[src/rtl/mem_access_stage.sv]
// mem_access_stage: MIPS MEM stage that drives a req/ack data bus and registers MEM/WB.
// Ports:
//   in_clk, in_rst        clock; asynchronous active-high reset
//   in_dmem_*             EX/MEM memory control (enable, store, access type)
//   in_rt_data            store data
//   in_alu_result         effective address or ALU result
//   in_rd_*               writeback destination, source select, enable
//   out_bus_*, in_bus_*   req/ack data-memory bus
//   out_stall             hold EX/MEM and earlier stages
//   out_wb_*              MEM/WB register
//   out_misalign          one-cycle pulse on a suppressed misaligned access
module mem_access_stage #(
   parameter int ADDR_W = 32,
   parameter bit ALIGN_CHECK = 1'b1
) (
   input  logic              in_clk,
   input  logic              in_rst,
   input  logic              in_dmem_ena,
   input  logic              in_dmem_wena,
   input  logic [1:0]        in_dmem_type,
   input  logic [31:0]       in_rt_data,
   input  logic [31:0]       in_alu_result,
   input  logic [4:0]        in_rd_waddr,
   input  logic              in_rd_sel,
   input  logic              in_rd_wena,
   output logic              out_bus_req,
   output logic              out_bus_we,
   output logic [ADDR_W-1:0] out_bus_addr,
   output logic [3:0]        out_bus_be,
   output logic [31:0]       out_bus_wdata,
   input  logic              in_bus_ack,
   input  logic [31:0]       in_bus_rdata,
   output logic              out_stall,
   output logic [31:0]       out_wb_data,
   output logic [4:0]        out_wb_waddr,
   output logic              out_wb_wena,
   output logic              out_misalign
);
   typedef enum logic [1:0] {IDLE, BUSY, DONE} state_t;
   state_t state, state_nxt;
   logic mis, go, sel_q, wena_q;
   logic [1:0] type_q, a_q;
   logic [3:0] be_c;
   logic [4:0] waddr_q;
   logic [31:0] wdata_c, alu_q, rdata_q, sh, ext;
   always_comb begin
      mis = ALIGN_CHECK && (in_dmem_type == 2'b00 ? in_alu_result[1:0] != 2'b00
                          : in_dmem_type == 2'b01 && in_alu_result[0]);
      go = in_dmem_ena && !mis;
      be_c = in_dmem_type == 2'b00 ? 4'b1111
           : in_dmem_type == 2'b01 ? 4'b0011 << in_alu_result[1:0]
           : 4'b0001 << in_alu_result[1:0];
      wdata_c = in_dmem_type == 2'b00 ? in_rt_data
              : in_dmem_type == 2'b01 ? {2{in_rt_data[15:0]}}
              : {4{in_rt_data[7:0]}};
      state_nxt = state == IDLE ? (go ? BUSY : IDLE)
                : state == BUSY ? (in_bus_ack ? DONE : BUSY)
                : IDLE;
      out_stall = state == BUSY || (state == IDLE && go);
      // move the addressed lane down to bit 0 before extension
      sh = rdata_q >> {a_q, 3'b000};
      ext = type_q == 2'b00 ? rdata_q
          : type_q == 2'b01 ? {{16{sh[15]}}, sh[15:0]}
          : type_q == 2'b10 ? {{24{sh[7]}}, sh[7:0]}
          : {24'd0, sh[7:0]};
   end
   always_ff @(posedge in_clk or posedge in_rst)
      if (in_rst) state <= IDLE;
      else state <= state_nxt;
   always_ff @(posedge in_clk or posedge in_rst)
      if (in_rst) begin
         out_bus_req <= 1'b0;
         out_bus_we <= 1'b0;
         out_bus_addr <= '0;
         out_bus_be <= 4'd0;
         out_bus_wdata <= 32'd0;
         out_wb_data <= 32'd0;
         out_wb_waddr <= 5'd0;
         out_wb_wena <= 1'b0;
         out_misalign <= 1'b0;
         type_q <= 2'd0;
         a_q <= 2'd0;
         sel_q <= 1'b0;
         wena_q <= 1'b0;
         waddr_q <= 5'd0;
         alu_q <= 32'd0;
         rdata_q <= 32'd0;
      end else begin
         out_misalign <= 1'b0;
         case (state)
            IDLE: begin
               out_wb_data <= in_alu_result;
               out_wb_waddr <= in_rd_waddr;
               // any memory access (started or suppressed) leaves a bubble here
               out_wb_wena <= in_rd_wena && !in_dmem_ena;
               out_misalign <= in_dmem_ena && mis;
               if (go) begin
                  out_bus_req <= 1'b1;
                  out_bus_we <= in_dmem_wena;
                  out_bus_addr <= {in_alu_result[ADDR_W-1:2], 2'b00};
                  out_bus_be <= be_c;
                  out_bus_wdata <= wdata_c;
                  type_q <= in_dmem_type;
                  a_q <= in_alu_result[1:0];
                  sel_q <= in_rd_sel;
                  wena_q <= in_rd_wena;
                  waddr_q <= in_rd_waddr;
                  alu_q <= in_alu_result;
               end
            end
            BUSY: begin
               out_wb_wena <= 1'b0;
               if (in_bus_ack) begin
                  out_bus_req <= 1'b0;
                  rdata_q <= in_bus_rdata;
               end
            end
            DONE: begin
               out_wb_data <= (!out_bus_we && sel_q) ? ext : alu_q;
               out_wb_waddr <= waddr_q;
               out_wb_wena <= wena_q;
            end
            default: ;
         endcase
      end
endmodule

[config.mk]
export PLATFORM = sky130hd
export DESIGN_NAME = mem_access_stage
export DESIGN_NICKNAME = d
export VERILOG_FILES = /design/src/rtl/mem_access_stage.sv
export SDC_FILE = /design/constraint.sdc
export NUM_CORES = 1
export LEC_CHECK = 0
export CAP_MARGIN = 10
export CORE_UTILIZATION = 45
export CTS_CLUSTER_SIZE = 40
export DETAILED_ROUTE_END_ITERATION = 8
export GPL_TIMING_DRIVEN = 0
export HOLD_SLACK_MARGIN = 0.12
export PLACE_DENSITY_LB_ADDON = 0.25
export SLEW_MARGIN = 40
export SYNTH_ARGS = -nofsm -noshare
export SYNTH_HDL_FRONTEND = slang
export SYNTH_SLANG_ARGS = --single-unit
[constraint.sdc]
create_clock -name in_clk -period 6.5 [get_ports in_clk]
set_input_delay 1.3 -clock in_clk [delete_from_list [all_inputs] [get_ports in_clk]]
set_output_delay 1.3 -clock in_clk [all_outputs]
set_load 0.02 [all_outputs]
==> metrics.md, run 1 <==
| Metric | Value |
|---|---|
| Area leader, netlist | dfrtp_1 |
| Grt total ovfl | 0 |
| Global-route wire length before repair | 34.2 mm |
| Worst Path Max Fanout | 10 |
| Vias in the first global route | 6307 |
| Vias per inst | 5.56 |
| Reg power frac | 36.6% |
| Gate power share | 35.5% |
| Leakage power | 4.39 nW |
| Placed cell areas | 9880 um2 |
| Initial antenna violation count | 0 |
| Cell Rows | 46 |
| HPWL Detailed | 16.5 mm |
| Setup bufs post-CTS | 0 |
| Unrepaired setup endpoints after global routing | no |
| Rel. slew slack | 45.3% |
| Sequential share of the synthesized area | 51.3% |
| CP startpoint kind | input port |
| Die Ht | 130 um |
| Register bit total from synthesis | 152 |
| Fin util | 65.7% |
| Most common cell after layout, fill and taps aside | clkdlybuf4s50_1 |
| ANT cells | 0 |
| Initial drt markers | 359 |
| Top cells by area, synth | dfrtp_1, mux2_2, mux2i_1, a211oi_1, o21ai_0 |
| Synth Instances | 629 |
| First drt pass iteration count | 5 |
| Synth Flop Type | dfrtp_1 |
| VDD IR-drop max | 0.211 mV |
| Worst path arrival time | 3.38 ns |
| Final worst-path cycle share | 72.0% |
| CP peak stage delay | 0.60 ns |
| Critical path, cell by cell | clkdlybuf4s50_1, nand2_1, or2_1, buf_6, buf_6, nand2b_1, clkdlybuf4s50_1 |
| Yosys Warn Count | 0 |
| Final Hold Viols | 0 |
| Total GRT Usage | 26.9% |
| CP max stage cell | clkdlybuf4s50_1 |
| CTS tree | built |
| Final ANT Viol Nets | 0 |
| Synth top area share | 51.3% |
| Clk_skew | 0.00741 ns |
| Endpoint type of the worst setup path | output pin |
| FFs w/ async S/R, synth | 100% |
| Syn Area/Cell | 11.8 um2 |
| Port bufs | 215 |
| Resized Gates After CTS | 0 |
| Final instance area | 10500 um2 |
| Width of the die | 130 um |
| # IOs | 220 |
| Largest delay share family, worst path | buffers and inverters |
| Switching Share | 32.7% |
| Tot Pwr | 3.79 mW |
| Core Region | 16000 um2 |
| Clock sink count | 152 |
| CTS buffer count | 17 |
| Pint | 2.55 mW |
| Commonest non-fill, non-tap cells in the layout | clkdlybuf4s50_1, dfrtp_1, mux2_2 |
| Final setup fails | 0 |
| Post-route DRC | 0 |
| Cts hold-fix bufs | 0 |
| Final WL | 22.0 mm |
| Layout fillers | 1279 |
| Fmax | 0.214 GHz |
| Starting Density | 46.3% |
| Max Root-Sink Buffers | 2 |
| Status | complete, no violations |
| Worst Path Class, Setup | in -> out |
| Worst EP required | 5.20 ns |
| Slew Limit Fails | 0 |
| Post-synth EDFFs | 0 |
| H-tree levels | 4 |
| Clock power share | 27.9% |
| Full die area | 17000 um2 |
| Via Count | 6079 |
| CP bufs+invs | 4 |
| Register clock-pin slew on the reported worst setup and hold paths | 0.06 ns |
| Maxcap violations | 0 |
| Hold WC Path Type | reg -> reg |
| Minimum hold slack | 0.505 ns |
| Final Critical Period | 4.68 ns |
| Area Growth Syn to Fin | 41.8% |
| Fin nets | 979 |
| Unique cell type count in the Yosys netlist | 44 |
| Clk_lat worst skew | 0.42 ns |
| Total power divided by cell area | 361 nW/um2 |
| Share of cells above drive strength 1 | 21.6% |
| Routed WL per cell | 20.2 um |
| Placer Congestion | 0.832 |
| Slew at the pin closest to its max-slew limit | 0.818 ns |
| Switch Pwr | 1.24 mW |
| Root Driver | clkbuf_16 |
| Largest net degree at the start of global routing | 80 |
| Mapped cell area | 7420 um2 |
## power by group through the flow
stage	logic, mW	clock network (mW)	registers (mW)
floorplan	0.589	0	1.54
global placement	1.32	0	1.38
finish	1.35	1.06	1.39
CTS	1.35	1.07	1.38
global route	1.43	1.11	1.42
detailed placement	1.34	0	1.40
## flip-flops by register name, summed over array words and instances (netlist names), 2 cells and up
| signal | flops |
|---|---|
| alu_q | 31 |
| state | 2 |
| out_wb_waddr | 5 |
| rdata_q | 32 |
| waddr_q | 5 |
| out_wb_data | 32 |
| type_q | 2 |
| out_bus_be | 4 |
| out_bus_wdata | 32 |
## cell type report
class,count,area (um2),area share [%]
multi-input cells,416,3310,31.5
inverters,15,63.8,0.607
repair buffers,216,2180,20.7
plain buffers,47,246,2.34
well taps,216,270,2.57
clock inverters,6,110,1.05
flip-flops and latches,152,3800,36.2
clock buffers,25,526,5.00
## metrics by stage
| step | worst slack (ns) | instances | setup TNS [ns] |
|---|---|---|---|
| after floorplan | 1.11 | 630 | 0 |
| after global placement | -0.799 | 1061 | -119.21 |
| after detailed placement | 1.83 | 1062 | 0 |
| after CTS | 1.83 | 1093 | 0 |
| after global routing | 1.72 | 1093 | 0 |
| final | 1.82 | 1093 | 0 |
## cell usage after synthesis (2+ instances only)
cell and number:
a2111oi_0 2, a211oi_1 33, a21oi_1 20, a221oi_1 8
a22o_1 2, a22oi_1 7, a2bb2oi_1 6, a31oi_1 4
and2_1 2, buf_1 2, buf_2 10, buf_4 5
buf_6 5, clkbuf_1 24, dfrtp_1 152, ha_1 4
inv_1 15, mux2_2 109, mux2_4 5, mux2i_1 38
nand2_1 22, nand2b_1 6, nor2_1 30, nor2b_1 22
o211ai_1 2, o21ai_0 43, o22ai_1 18, o31ai_1 2
or2_2 16
## tightest hold or removal path, cell delays in order (launching register included)
cell	delay [ns]
dfrtp_1	0.35
nand2_1	0.05
o21ai_0	0.06
## layer usage
| metal | track usage, % | wire (um) | share of wire (%) |
|---|---|---|---|
| met1 | 34.6 | 9390 | 43 |
| met3 | 6.56 | 1490 | 6.8 |
| met4 | 9.40 | 381 | 1.7 |
| met5 | 0 | 0 | 0 |
| met2 | 44.6 | 10800 | 49 |
## final timing paths
kind | from | end | slack (ns) | depth (start not counted)
setup / recovery | in_dmem_ena | out_stall | 1.82 | 7
hold / removal | waddr_q[3]$_DFFE_PP0P_ | out_wb_waddr[3]$_DFFE_PP0P_ | 0.50 | 2
setup reg to reg | state[0]$_DFF_PP0_ | out_wb_data[0]$_DFFE_PP0P_ | 4.26 | 8
hold reg to reg | waddr_q[3]$_DFFE_PP0P_ | out_wb_waddr[3]$_DFFE_PP0P_ | 0.50 | 2
max in group asynchronous | in_rst | alu_q[22]$_DFFE_PP0P_ | 4.39 | 3
min in group asynchronous | in_rst | out_bus_wdata[23]$_DFFE_PP0P_ | 1.34 | 2
## cells by family after synthesis
family	count (synthesis)	synth area share, %
adders and majority gates	4	0.675
buffers and inverters	62	4.08
AOI/OAI and AO/OA	154	13.8
other	1	0.0506
and+or+nand+nor	102	6.97
muxes	153	23.0
DFF	152	51.3
xor gates and xnor gates	1	0.118
Note: power is estimated with default switching activity, not from simulation.
==> inputs of run 2 (changes only) <==
Clock period 6.5 ns to 4.65 ns, I/O delays scaled along.
==> run 2 against run 1 <==
Against the previous run: final cell count is 0.64% higher; design area is 1.9% higher; register-to-register slack worse by 1.9 ns; clock power is 51% higher; flip-flop and latch count stayed put; sequential power is 40% higher.
==> metrics.md, run 2 (synthesis results as in run 1) <==
| Metric | Value |
|---|---|
| CP startpoint kind | input port (unchanged) |
| Final worst-path cycle share | 84.8% |
| Resized Gates After CTS | 0 (unchanged) |
| Initial drt markers | 363 (was 359) |
| Worst Hold Endpoint | out_wb_waddr[2]$_DFFE_PP0P_ (was out_wb_waddr[3]$_DFFE_PP0P_) |
| Global-route wire length before repair | 34.4 mm (was 34.2 mm) |
| Fmax | 0.253 GHz |
| Vias per inst | 5.50 (was 5.56) |
| Biggest regs | out_bus_wdata (32), out_wb_data (32), rdata_q (32) (unchanged) |
| Final ANT Viol Nets | 0 (unchanged) |
| Fin util | 66.9% (was 65.7%) |
| Worst Path Class, Setup | in -> out (unchanged) |
| VDD IR-drop max | 0.337 mV (was 0.211 mV) |
| HPWL Detailed | 16.8 mm (was 16.5 mm) |
| R2R depth | 8 (unchanged) |
| Switching Share | 32.2% (was 32.7%) |
| Maxcap violations | 0 (unchanged) |
| Total GRT Usage | 27.2% (was 26.9%) |
| Setup TNS | 0 ns (unchanged) |
| Cts hold-fix bufs | 0 (unchanged) |
| Largest delay share family, worst path | buffers and inverters (unchanged) |
| Die Ht | 130 um (unchanged) |
| Fin nets | 985 (was 979) |
| Width of the die | 130 um (unchanged) |
| Root Driver | clkbuf_16 (unchanged) |
| Switch Pwr | 1.75 mW (was 1.24 mW) |
| Final instance area | 10700 um2 (was 10500 um2) |
| Worst Path Max Fanout | 10 (unchanged) |
| Pint | 3.69 mW (was 2.55 mW) |
| Port bufs | 215 (unchanged) |
| Rel. slew slack | 47.4% (was 45.3%) |
| CP peak stage delay | 0.59 ns (was 0.60 ns) |
| Critical path, cell by cell | clkdlybuf4s50_1, nand2_1, or2_1, buf_6, buf_6, nand2b_1, clkdlybuf4s50_1 (unchanged) |
| Clock sink count | 152 (unchanged) |
| CP bufs+invs | 4 (unchanged) |
| Starting Density | 46.3% (unchanged) |
| Commonest non-fill, non-tap cells in the layout | clkdlybuf4s50_1, dfrtp_1, mux2_2 (unchanged) |
| ANT cells | 0 (unchanged) |
| Worst Hold Depth | 2 (unchanged) |
| Full die area | 17000 um2 (unchanged) |
| Worst path arrival time | 3.01 ns (was 3.38 ns) |
| Final WL | 22.0 mm (about the same) |
| Final setup fails | 0 (unchanged) |
| Clk_lat worst skew | 0.43 ns (was 0.42 ns) |
| Gate power share | 34.9% (was 35.5%) |
| Slew Limit Fails | 0 (unchanged) |
| Area Growth Syn to Fin | 44.4% (was 41.8%) |
| Cell Rows | 46 (unchanged) |
| CTS tree | built (unchanged) |
| Largest net degree at the start of global routing | 28 (was 80) |
| H-tree levels | 4 (unchanged) |
| Initial antenna violation count | 0 (unchanged) |
| Unrepaired setup endpoints after global routing | no (unchanged) |
| Vias in the first global route | 6361 (was 6307) |
| Via Count | 6045 (was 6079) |
| CP max stage cell | clkdlybuf4s50_1 (unchanged) |
| # IOs | 220 (unchanged) |
| Core Region | 16000 um2 (unchanged) |
| Register clock-pin slew on the reported worst setup and hold paths | 0.06 ns (about the same) |
| First drt pass iteration count | 4 (was 5) |
| Hold Startpoint | waddr_q[2]$_DFFE_PP0P_ (was waddr_q[3]$_DFFE_PP0P_) |
| Share of cells above drive strength 1 | 22.2% (was 21.6%) |
| Most common cell after layout, fill and taps aside | clkdlybuf4s50_1 (unchanged) |
| R2r startpoint | state[0]$_DFF_PP0_ (unchanged) |
| Clock power share | 29.4% (was 27.9%) |
| CTS buffer count | 17 (unchanged) |
| Placer Congestion | 0.846 (was 0.832) |
| Final Critical Period | 3.94 ns |
| Hold WC Path Type | reg -> reg (unchanged) |
| Setup bufs post-CTS | 0 (unchanged) |
| Placed cell areas | 10000 um2 (was 9880 um2) |
| R2R Setup Slk | 2.37 ns (was 4.26 ns) |
| Leakage power | 4.48 nW (was 4.39 nW) |
| Worst EP required | 3.72 ns (was 5.20 ns) |
| Post-route DRC | 0 (unchanged) |
| Routed WL per cell | 20.0 um (was 20.2 um) |
| Total power divided by cell area | 508 nW/um2 (was 361 nW/um2) |
| Max Root-Sink Buffers | 2 (unchanged) |
| Status | complete, no violations (unchanged) |
| Worst R2R End | out_wb_data[0]$_DFFE_PP0P_ (unchanged) |
| Clk_skew | 0.00901 ns (was 0.00741 ns) |
| Final Hold Viols | 0 (unchanged) |
| Slew at the pin closest to its max-slew limit | 0.789 ns (was 0.818 ns) |
| Endpoint type of the worst setup path | output pin (unchanged) |
| Grt total ovfl | 0 (unchanged) |
| Reg power frac | 35.8% (was 36.6%) |
run 2: layout make-up:
cell class	instances	area, um2
Inverter	15	60.1
Buffer	47	246
Multi-Input combinational cell	416	3310
Fill cell	1241	5290
Clock buffer	21	470
Timing Repair Buffer	222	2330
Tap cell	216	270
Sequential cell	152	3800
Clock inverter	11	218
run 2: worst max path at each step:
| stage | cells past startpoint | to | slack (ns) | start |
|---|---|---|---|---|
| floorplan | 7 | out_stall | 1.70 | in_alu_result[1] |
| global placement | 2 | alu_q[25]$_DFFE_PP0P_ | 0.57 | in_rst |
| detailed placement | 7 | out_stall | 0.70 | in_dmem_ena |
| CTS | 7 | out_stall | 0.70 | in_dmem_ena |
| global route | 7 | out_stall | 0.61 | in_dmem_ena |
| finish | 7 | out_stall | 0.71 | in_dmem_ena |
run 2: stage by stage:
stage | power (mW) | hold WS [ns] | setup slack, ns | std cells
2_1_floorplan | 2.97 | 0.453 | 1.70 | 630
5_1_grt | 5.69 | 0.524 | 0.612 | 1100
3_3_place_gp | 3.78 | 0.462 | 0.568 | 1061
4_1_cts | 5.46 | 0.491 | 0.695 | 1100
3_5_place_dp | 3.85 | 0.482 | 0.705 | 1068
6_report | 5.44 | 0.494 | 0.705 | 1100
run 2: metal layers:
metal  vias up  part of all wire [%]  global-route usage, %
li1       2774                     -                      -
met4         0                   1.7                   9.06
met5         -                     0                      0
met1      3011                    42                   34.4
met3        25                   7.7                   7.78
met2       235                    49                   45.1
run 2: worst min-delay path: stages (launching register included):
cell	delay, ns
dfrtp_1	0.35
nand2_1	0.05
o21ai_0	0.06
run 2: power groups by stage:
stage	registers [mW]	clock network [mW]	logic, mW
2_1_floorplan	2.15	0	0.823
3_3_place_gp	1.94	0	1.84
3_5_place_dp	1.96	0	1.89
4_1_cts	1.94	1.62	1.90
5_1_grt	1.98	1.68	2.03
6_report	1.95	1.60	1.90
==> inputs of run 3 (changes only) <==
Settings changed: CORE_UTILIZATION 45 to 43.
Clock period 4.65 ns to 3.55 ns, I/O delays scaled along.
==> run 3 against run 2 <==
Against the previous run: design area decreased by 0.51%; via count about the same; non-clock buffer count unchanged; register-to-register slack got worse by 1.1 ns; clock power increased by 21%; global-route usage decreased by 1.3 points; final cell count increased by 0.36%; hold slack improved by 0.015 ns; combinational power increased by 31%; largest power group unchanged.
==> metrics.md, run 3 (synthesis results as in run 1) <==
| Metric | Value |
|---|---|
| Status | complete, no violations (unchanged) |
| # IOs | 220 (unchanged) |
| Commonest non-fill, non-tap cells in the layout | clkdlybuf4s50_1, dfrtp_1, mux2_2 (unchanged) |
| Die Ht | 133 um (was 130 um) |
| Switching Share | 32.8% (was 32.2%) |
| Slew at the pin closest to its max-slew limit | 0.798 ns (was 0.789 ns) |
| Grt total ovfl | 0 (unchanged) |
| CTS buffer count | 17 (unchanged) |
| FF+latch area | 3800 um2 (unchanged) |
| Rel. slew slack | 46.6% (was 47.4%) |
| Cts hold-fix bufs | 0 (unchanged) |
| Core Region | 16700 um2 (was 16000 um2) |
| Hold WC Path Type | reg -> reg (unchanged) |
| Placer Congestion | 0.822 (was 0.846) |
| Full die area | 17800 um2 (was 17000 um2) |
| Worst EP required | 2.84 ns (was 3.72 ns) |
| CTS tree | built (unchanged) |
| Clk_skew | 0.00847 ns (was 0.00901 ns) |
| Width of the die | 133 um (was 130 um) |
| Starting Density | 44.4% (was 46.3%) |
| Worst path arrival time | 2.74 ns (was 3.01 ns) |
| Clk_lat worst skew | 0.43 ns (about the same) |
| Initial drt markers | 291 (was 363) |
| Vias per inst | 5.48 (was 5.50) |
| Final ANT Viol Nets | 0 (unchanged) |
| Area Growth Syn to Fin | 43.7% (was 44.4%) |
| First drt pass iteration count | 5 (was 4) |
| Post-route DRC | 0 (unchanged) |
| Fin nets | 985 (unchanged) |
| Switch Pwr | 2.28 mW (was 1.75 mW) |
| Max Root-Sink Buffers | 2 (unchanged) |
| Final setup fails | 0 (unchanged) |
| Worst Path Max Fanout | 10 (unchanged) |
| Setup TNS | 0 ns (unchanged) |
| Pint | 4.69 mW (was 3.69 mW) |
| Routed WL per cell | 19.9 um (was 20.0 um) |
| CP startpoint kind | input port (unchanged) |
| Share of cells above drive strength 1 | 22.1% (was 22.2%) |
| Initial antenna violation count | 0 (unchanged) |
| Total power divided by cell area | 654 nW/um2 (was 508 nW/um2) |
| Worst Path Class, Setup | in -> out (unchanged) |
| Layout fillers | 1273 (was 1241) |
| Biggest regs | out_bus_wdata (32), out_wb_data (32), rdata_q (32) (unchanged) |
| Final Hold Viols | 0 (unchanged) |
| Final worst-path cycle share | 97.1% |
| Clock power share | 27.8% (was 29.4%) |
| HPWL Detailed | 16.6 mm (was 16.8 mm) |
| Multi-input logic area | 3320 um2 (was 3310 um2) |
| Gate power share | 35.5% (was 34.9%) |
| Vias in the first global route | 6306 (was 6361) |
| Largest net degree at the start of global routing | 28 (unchanged) |
| Via Count | 6048 (was 6045) |
| Final Critical Period | 3.45 ns |
| Endpoint type of the worst setup path | output pin (unchanged) |
| Final instance area | 10700 um2 (about the same) |
| Fmax | 0.290 GHz |
| Maxcap violations | 0 (unchanged) |
| Leakage power | 4.45 nW (was 4.48 nW) |
| ANT cells | 0 (unchanged) |
| H-tree levels | 4 (unchanged) |
| Reg power frac | 36.7% (was 35.8%) |
| Unrepaired setup endpoints after global routing | no (unchanged) |
| Register clock-pin slew on the reported worst setup and hold paths | 0.06 ns (about the same) |
| Slew Limit Fails | 0 (unchanged) |
| Most common cell after layout, fill and taps aside | clkdlybuf4s50_1 (unchanged) |
| Clock sink count | 152 (unchanged) |
| Placed cell areas | 10000 um2 (about the same) |
| VDD IR-drop max | 0.373 mV (was 0.337 mV) |
| Total GRT Usage | 25.9% (was 27.2%) |
| Cell Rows | 47 (was 46) |
| Root Driver | clkbuf_16 (unchanged) |
| Port bufs | 215 (unchanged) |
| Final WL | 22.0 mm (about the same) |
| Global-route wire length before repair | 35.2 mm (was 34.4 mm) |
run 3: metal layers:
layer / GRT usage, % / vias to the layer above / wire (um)
met4: 8.02 / 0 / 400
met2: 41.1 / 226 / 10300
li1: - / 2757 / -
met5: 0 / - / 0
met3: 7.46 / 31 / 1550
met1: 34.3 / 3034 / 9750
run 3: area by class of cell:
class	count	share of cell area, %
well taps	220	2.58
repair buffers	222	21.9
clock buffers	24	4.52
multi-input cells	416	31.1
plain buffers	47	2.32
flip-flops and latches	152	35.7
clock inverters	8	1.34
inverters	15	0.564
run 3: repair_timing:
item,4_1_cts,5_1_grt
endpoints found under the setup margin,0,1
buffers inserted,0,0
gates resized for setup,0,1
run 3: power by group through the flow:
| stage | Combinational (mW) | Sequential (mW) | Clock (mW) |
|---|---|---|---|
| after floorplan | 1.08 | 2.81 | 0 |
| after global placement | 2.42 | 2.54 | 0 |
| after detailed placement | 2.47 | 2.57 | 0 |
| after CTS | 2.49 | 2.55 | 1.96 |
| after global routing | 2.64 | 2.61 | 2.03 |
| final | 2.48 | 2.55 | 1.94 |
run 3: stage by stage:
step           utilization (%)  std cells  hold WS (ns)  worst slack (ns)  power, mW
3_5_place_dp              60.0       1072         0.482            0.0331       5.04
2_1_floorplan                -        630         0.453             0.923       3.89
6_report                  63.8       1104         0.509             0.104       6.97
4_1_cts                   63.8       1104         0.508            0.0328       7.00
5_1_grt                   63.8       1104         0.518            0.0158       7.28
3_3_place_gp              59.0       1065         0.462            -0.317       4.96
run 3: path summary, 6_finish.rpt:
| path | slack [ns] | to | cells after the start | start |
|---|---|---|---|---|
| max | 0.10 | out_stall | 7 | in_dmem_ena |
| min | 0.51 | out_bus_wdata[24]$_DFFE_PP0P_ | 1 | out_bus_wdata[24]$_DFFE_PP0P_ |
| max reg2reg | 1.26 | out_wb_data[0]$_DFFE_PP0P_ | 8 | state[0]$_DFF_PP0_ |
| min reg2reg | 0.51 | out_bus_wdata[24]$_DFFE_PP0P_ | 1 | out_bus_wdata[24]$_DFFE_PP0P_ |
| max in group asynchronous | 2.07 | rdata_q[28]$_DFFE_PP0N_ | 5 | in_rst |
| min in group asynchronous | 0.66 | out_wb_waddr[4]$_DFFE_PP0P_ | 2 | in_rst |
run 3: worst max-delay path, stage by stage:
cell and delay [ns]:
clkdlybuf4s50_1 0.58, nand2_2 0.18, or2_1 0.27, buf_6 0.15
buf_6 0.15, nand2b_1 0.08, clkdlybuf4s50_1 0.60
